`src/rtl/seven_seg_scanner.sv`:
```
// Multiplexed common-anode 7-segment scanner: shadow register loaded on a strobe, copied to the display at frame boundaries.
// Outputs are decoded from registered scan state. A load lands one boundary later. There is no backpressure: loads are accepted every cycle.
module seven_seg_scanner #(
  parameter int NUM_DIGITS   = 4,
  parameter int REFRESH_DIV  = 100000,
  parameter int BLANK_CYCLES = 1000
) (
  input  logic                      clk,
  input  logic                      clear_n,
  input  logic                      load,
  input  logic [4*NUM_DIGITS-1:0]   data_in,
  input  logic [NUM_DIGITS-1:0]     dp_in,
  input  logic [NUM_DIGITS-1:0]     blank_in,
  output logic [NUM_DIGITS-1:0]     an,
  output logic [6:0]                seg,
  output logic                      dp,
  output logic                      frame_start
);

  localparam int CW = (REFRESH_DIV > 1) ? $clog2(REFRESH_DIV) : 1;
  localparam int IW = (NUM_DIGITS > 1) ? $clog2(NUM_DIGITS) : 1;
  localparam logic [CW-1:0] CNT_LAST = CW'(REFRESH_DIV - 1);
  localparam logic [IW-1:0] IDX_LAST = IW'(NUM_DIGITS - 1);

  typedef struct packed {
    logic [4*NUM_DIGITS-1:0] data;
    logic [NUM_DIGITS-1:0]   dp;
    logic [NUM_DIGITS-1:0]   blank;
  } disp_t;

  typedef enum logic {PH_BLANK, PH_DRIVE} phase_t;

  logic [CW-1:0] cnt;
  logic [IW-1:0] idx;
  disp_t         shadow;
  disp_t         active;
  phase_t        phase;
  logic [3:0]    nib;

  function automatic logic [6:0] hex7(input logic [3:0] h);
    case (h)
      4'h0:    hex7 = 7'b1000000;
      4'h1:    hex7 = 7'b1111001;
      4'h2:    hex7 = 7'b0100100;
      4'h3:    hex7 = 7'b0110000;
      4'h4:    hex7 = 7'b0011001;
      4'h5:    hex7 = 7'b0010010;
      4'h6:    hex7 = 7'b0000010;
      4'h7:    hex7 = 7'b1111000;
      4'h8:    hex7 = 7'b0000000;
      4'h9:    hex7 = 7'b0010000;
      4'hA:    hex7 = 7'b0001000;
      4'hB:    hex7 = 7'b0000011;
      4'hC:    hex7 = 7'b1000110;
      4'hD:    hex7 = 7'b0100001;
      4'hE:    hex7 = 7'b0000110;
      default: hex7 = 7'b0001110;
    endcase
  endfunction

  // Nonblocking update means a load on the boundary edge misses this frame.
  always_ff @(posedge clk or negedge clear_n) begin
    if (!clear_n) begin
      cnt         <= '0;
      idx         <= '0;
      shadow      <= '0;
      active      <= '0;
      frame_start <= 1'b0;
    end else begin
      frame_start <= 1'b0;
      if (load) begin
        shadow <= {data_in, dp_in, blank_in};
      end
      if (cnt == CNT_LAST) begin
        cnt <= '0;
        if (idx == IDX_LAST) begin
          idx         <= '0;
          active      <= shadow;
          frame_start <= 1'b1;
        end else begin
          idx <= idx + 1'b1;
        end
      end else begin
        cnt <= cnt + 1'b1;
      end
    end
  end

  // Gating on clear_n keeps the display dark in reset even with BLANK_CYCLES = 0.
  always_comb begin
    phase = (clear_n && (int'(cnt) >= BLANK_CYCLES)) ? PH_DRIVE : PH_BLANK;
    nib   = active.data[int'(idx)*4 +: 4];
    an    = '1;
    seg   = 7'h7F;
    dp    = 1'b1;
    if (phase == PH_DRIVE && !active.blank[idx]) begin
      an[idx] = 1'b0;
      seg     = hex7(nib);
      dp      = ~active.dp[idx];
    end
  end

endmodule
```
`config.mk`:
```
export PLATFORM = sky130hd
export DESIGN_NAME = seven_seg_scanner
export DESIGN_NICKNAME = d
export VERILOG_FILES = /design/src/rtl/seven_seg_scanner.sv
export SDC_FILE = /design/constraint.sdc
export NUM_CORES = 1
export LEC_CHECK = 0
export ABC_CLOCK_PERIOD_IN_PS = 6300
export BUFFER_PORTS_ARGS = -buffer_cell sky130_fd_sc_hd__buf_2
export CAP_MARGIN = 20
export CELL_PAD_IN_SITES_DETAIL_PLACEMENT = 0
export CELL_PAD_IN_SITES_GLOBAL_PLACEMENT = 2
export CORE_MARGIN = 2
export CORE_UTILIZATION = 43
export DETAILED_ROUTE_END_ITERATION = 10
export PLACE_DENSITY = 0.83
export SYNTH_ARGS = -nofsm -noshare
export SYNTH_HDL_FRONTEND = slang
export SYNTH_SLANG_ARGS = --single-unit
```
`constraint.sdc`:
```
create_clock -name clk -period 6.3 [get_ports clk]
set_input_delay 0.945 -clock clk [delete_from_list [all_inputs] [get_ports clk]]
set_output_delay 0.945 -clock clk [all_outputs]
set_load 0.1 [all_outputs]
```
; ---- After elaboration in Yosys (flattened, before gate mapping)
; Memory sizes are Yosys's and may differ from the RTL's.
; Index checks and enable logic that the tools add are counted.
[classes]
addsub = 2
n_lt_le_gt_ge = 3
n_eq_ne = 2
n_shift = 1
muxes = 14
bitwise_logic = 2
n_reduce_logical = 5
[op_table]
columns = operator, count
row1 = adder 17 x 1 -> 17 bit (second input constant), 1
row2 = equality test 17 bit (second input constant), 1
row3 = >= comparator 17 x 10 -> 1 bit (second input constant), 1
row4 = 2-to-1 mux 17 bit, 1
row5 = variable part select 16 x 5 -> 4 bit, 1
row6 = 2-to-1 mux 1 bit, 7
row7 = 2-to-1 mux 7 bit, 1
row8 = binary-select mux 1 bit (select 2 bit), 2
row9 = 2-to-1 mux 4 bit, 1
row10 = inverter 4 bit, 1
row11 = logical AND 1 bit, 3
row12 = < comparator 2 x 3 -> 1 bit (second input constant), 1
row13 = adder 2 x 1 -> 2 bit (second input constant), 1
row14 = demux 1 bit (select 2 bit), 1
row15 = equality test 2 bit (second input constant), 1
row16 = >= comparator 2 x 1 -> 1 bit (second input constant), 1
row17 = 2-to-1 mux 2 bit, 1
row18 = AND reduction 2 bit, 1
row19 = zero test 1 bit, 1
row20 = inverter 1 bit, 1
[totals]
ff_bits = 68
mem_bits_ro = 112
output_inout_bits = 13
word_cells = 39
memories = 1
[mem_list]
columns = name, words, word_bits, rd, rd_clocked_by_memory_dff, wr, line
row1 = (name not given), 16, 7, 1, 0, 0, 41  ; case (h)

; ---- Depth between registers and ports, before layout
[depth]
ltp_word = 6
depth_mapped = 8

; ---- Least setup slack after synthesis
; No wires, ideal clock.
[synth_timing]
path_kind = register to output
from = register idx[0]
to = output port seg[0]
arrival_time_ns = 3.995
required_time_ns = 5.355
slack_ns = 1.360
stages_incl_launch_ff = 8
path_cell_list = dfrtp_1 buf_4 mux4_2 inv_1 ha_1 nor2_1 a22o_1 o31ai_1
[synth_via]
elab_chain_len = 5
word_cells_on_any_way = 7
classes_between = shift: 1 / mux: 3 / reduce/logical: 2 / memory: 1
[synth_lines]
columns = item, line
row1 = start: declaration, 34  ; logic [IW-1:0] idx;
row2 = start signal: assignment, 81  ; idx <= idx + 1'b1;
row3 = "parallel branches: the longest is 4 deep, another holds memory read (16 x 7 bit)", -
row4 = 2-to-1 mux 7 bit (*), 96  ; if (phase == PH_DRIVE && !active.blank[idx]) begin
row5 = end: declaration, 15  ; output logic [6:0] seg,
; Mark *: on every way between the ends. The select of a mux whose other input is x is not followed.

; ---- Worst setup path after layout
; Same ends and word-level chain as after synthesis.

==> metrics.md <==
| Metric | Value |
|---|---|
| Filler cells | 708 |
| Worst r2r src | cnt[0] |
| Register area share after synthesis | 0.493 |
| #FFs+latches synth | 68 |
| Most frequent cells in the layout | dfrtp_1 (68), buf_2 (39), mux2_2 (24) |
| Nets@finish | 341 |
| I/O pin count | 40 |
| CTS max path bufs | 2 |
| Endpoints failing setup | 0 |
| Skew-Pair Late Insertion Delay | 340 ps |
| TritonCTS buffer count | 9 |
| Achievable Freq | 246 MHz |
| Layout area overhead | 12.8% |
| Grt total ovfl | 0 |
| Gate Count Post-Synth | 263 |
| Maximum VDD drop | 125 uV |
| Setup Buffers After CTS | 0 |
| Fin crit period | 4070 ps |
| Vias in the first global route | 2073 |
| DRC Markers | 0 |
| RSZ-0062 raised after global routing | no |
| IO Port Bufs | 39 |
| Placed cell count | 393 |
| Hold crit path type | flop to flop |
| Routed vias | 2113 |
| CTS tree | yes |
| Cell Area, Synth | 3450 sq um |
| Setup Skew | 6.38 ps |
| DR WL/cell | 15.1 microns |
| H-tree depth | 3 |
| Initial antenna violation count | 0 |
| Num rows | 32 |
| RePlAce Congestion | 0.782 |
| Synth Flop Type | dfrtp_1 |
| Hold Buf Count CTS | 0 |
| Warnings from Yosys | 0 |
| Detailed placer's ending HPWL | 4.33 mm |
| Share of post-route cells with drive strength above 1 | 0.373 |
| Die area | 8770 sq um |
| CP startpoint | idx[0] |
| Tcrit/Tclk final | 0.646 |
| Slew margin rel. | 0.433 |
| DRT Pass-1 Iters | 4 |
| WL final | 6.17 mm |
| Mean Syn Cell Area | 13.1 sq um |
| Die H | 93.6 microns |
| CP startpoint kind | flop |
| Post-synth ARST share | 1.00 |
| Clock sinks | 68 |
| Worst Max-Slew Pin Slew | 850 ps |
| Critical Path RT | 5350 ps |
| Total design power | 843 uW |
| Status | completed |
| CP endpoint kind | output pin |
| Final setup TNS | 0 ps |
| Die X | 93.6 microns |
| Pwr Density | 216 nW/um^2 |
| Final Hold Fails | 0 |
| Root buf cell | clkbuf_8 |
| Core ar. | 7770 sq um |
| CP cell instances | mux4_2, inv_1, ha_1, nor2_1, a22o_1, o31ai_1, buf_2 |
| Slowest cell delay on critical path | 660 ps |
| DRT antenna net count | 0 |
| Total track usage | 0.159 |
| Clock-pin slew on the worst setup and hold paths | 70 ps |
| Diodes inserted | 0 |
| Yosys cell types | 46 |
| Leak pwr | 0.00180 uW |
| First-pass GRT wire length | 10.6 mm |
| CP max-delay cell | dfrtp_1 |
| Crit Path Class | flop to output pin |
| Non-Filler Instances | 408 |
| Hold wc startpoint | active[3] |
| Fin. max-slew vios | 0 |
| Largest net degree at the start of global routing | 69 |
| Commonest non-fill, non-tap cell in the layout | dfrtp_1 |
| CP arrival | 3130 ps |
| CP max FO | 11 |
| Vias per cell | 5.18 |
| Mapped Nets | 302 |
| Max-Cap Viols | 0 |
| Initial core utilization | 0.445 |
| EDFF count, synth | 0 |
| Drt initial violations | 59 |
| Post-CTS sizing | 0 |
## synthesized netlist by cell type, types with 4 or more instances
master | n | area (sq um)
mux2_1 | 5 | 56.3
mux2_2 | 24 | 270
dfrtp_1 | 68 | 1700
clkbuf_1 | 4 | 15.0
xor2_1 | 5 | 43.8
inv_1 | 9 | 33.8
mux4_2 | 6 | 135
xnor2_1 | 8 | 70.1
mux2i_1 | 6 | 60.1
nand2b_1 | 5 | 31.3
ha_1 | 12 | 150
mux2_4 | 20 | 300
o21ai_0 | 6 | 30.0
a21oi_1 | 4 | 20.0
nand2_1 | 16 | 60.1
nor2_1 | 12 | 45.0
nand3_1 | 6 | 30.0
## registers in the layout, indices dropped and copies added, names as in the netlist
register / flops
active: 24
frame_start: 1
shadow: 24
cnt: 17
idx: 2
## worst max-delay path, delay by kind of cell (launching register included)
family          cells  cell delay (ps)
compound gates      2              500
fa+ha+maj           1              290
buf+inv             2              630
flops               1              660
mux                 1              650
simple gates        1               70
## area by class of cell
type                       instances  area, sq um  area share
clock buffer                      10          138      0.0353
tap                              102          128      0.0328
timing repair buffer              40          203      0.0520
multi-input combinational        174         1640       0.421
clock inverter                     5         52.6      0.0135
inverter                           9         33.8     0.00867
sequential                        68         1700       0.437
## logic make-up (layout without fill, tap and decap cells)
| logic type | count (synthesis) | count (layout) | share of synthesized area |
|---|---|---|---|
| adders and majority gates | 12 | 12 | 0.0435 |
| and+or+nand+nor | 67 | 67 | 0.112 |
| muxes | 64 | 64 | 0.252 |
| AOI/OAI and AO/OA | 18 | 18 | 0.0337 |
| buffers and inverters | 21 | 64 | 0.0326 |
| DFF | 68 | 68 | 0.493 |
| xor gates and xnor gates | 13 | 13 | 0.0330 |
## path summary, 6_finish.rpt
kind | endpoint | slack, ps | cells after the start
max | seg[0] | 2230 | 7
min | active[3] | 490 | 1
max reg2reg | active[7] | 4010 | 5
min reg2reg | active[3] | 490 | 1
max in group asynchronous | frame_start | 4900 | 2
min in group asynchronous | active[18] | 850 | 2
## stage by stage
step           utilization  area, sq um  setup slack (ps)  hold WS (ps)
2_1_floorplan            -         3450              1360           454
3_3_place_gp         0.477         3710              2640           465
3_5_place_dp         0.477         3710              2540           481
4_1_cts              0.502         3900              2160           497
5_1_grt              0.502         3900              2010           520
6_report             0.502         3900              2230           493
## power breakdown
part	internal, uW	switching, uW
Combinational	20.0	16.7
Sequential	452	8.32
Clock	189	157
## routing by layer
layer / GRT usage / vias to the layer above / wire (microns)
li1: - / 1017 / -
met1: 0.245 / 1039 / 3260
met2: 0.213 / 52 / 2510
met3: 0.0379 / 5 / 309
met4: 0.0652 / 0 / 85
met5: 0 / - / 0
No activity file was read; power rests on OpenSTA's default activity.
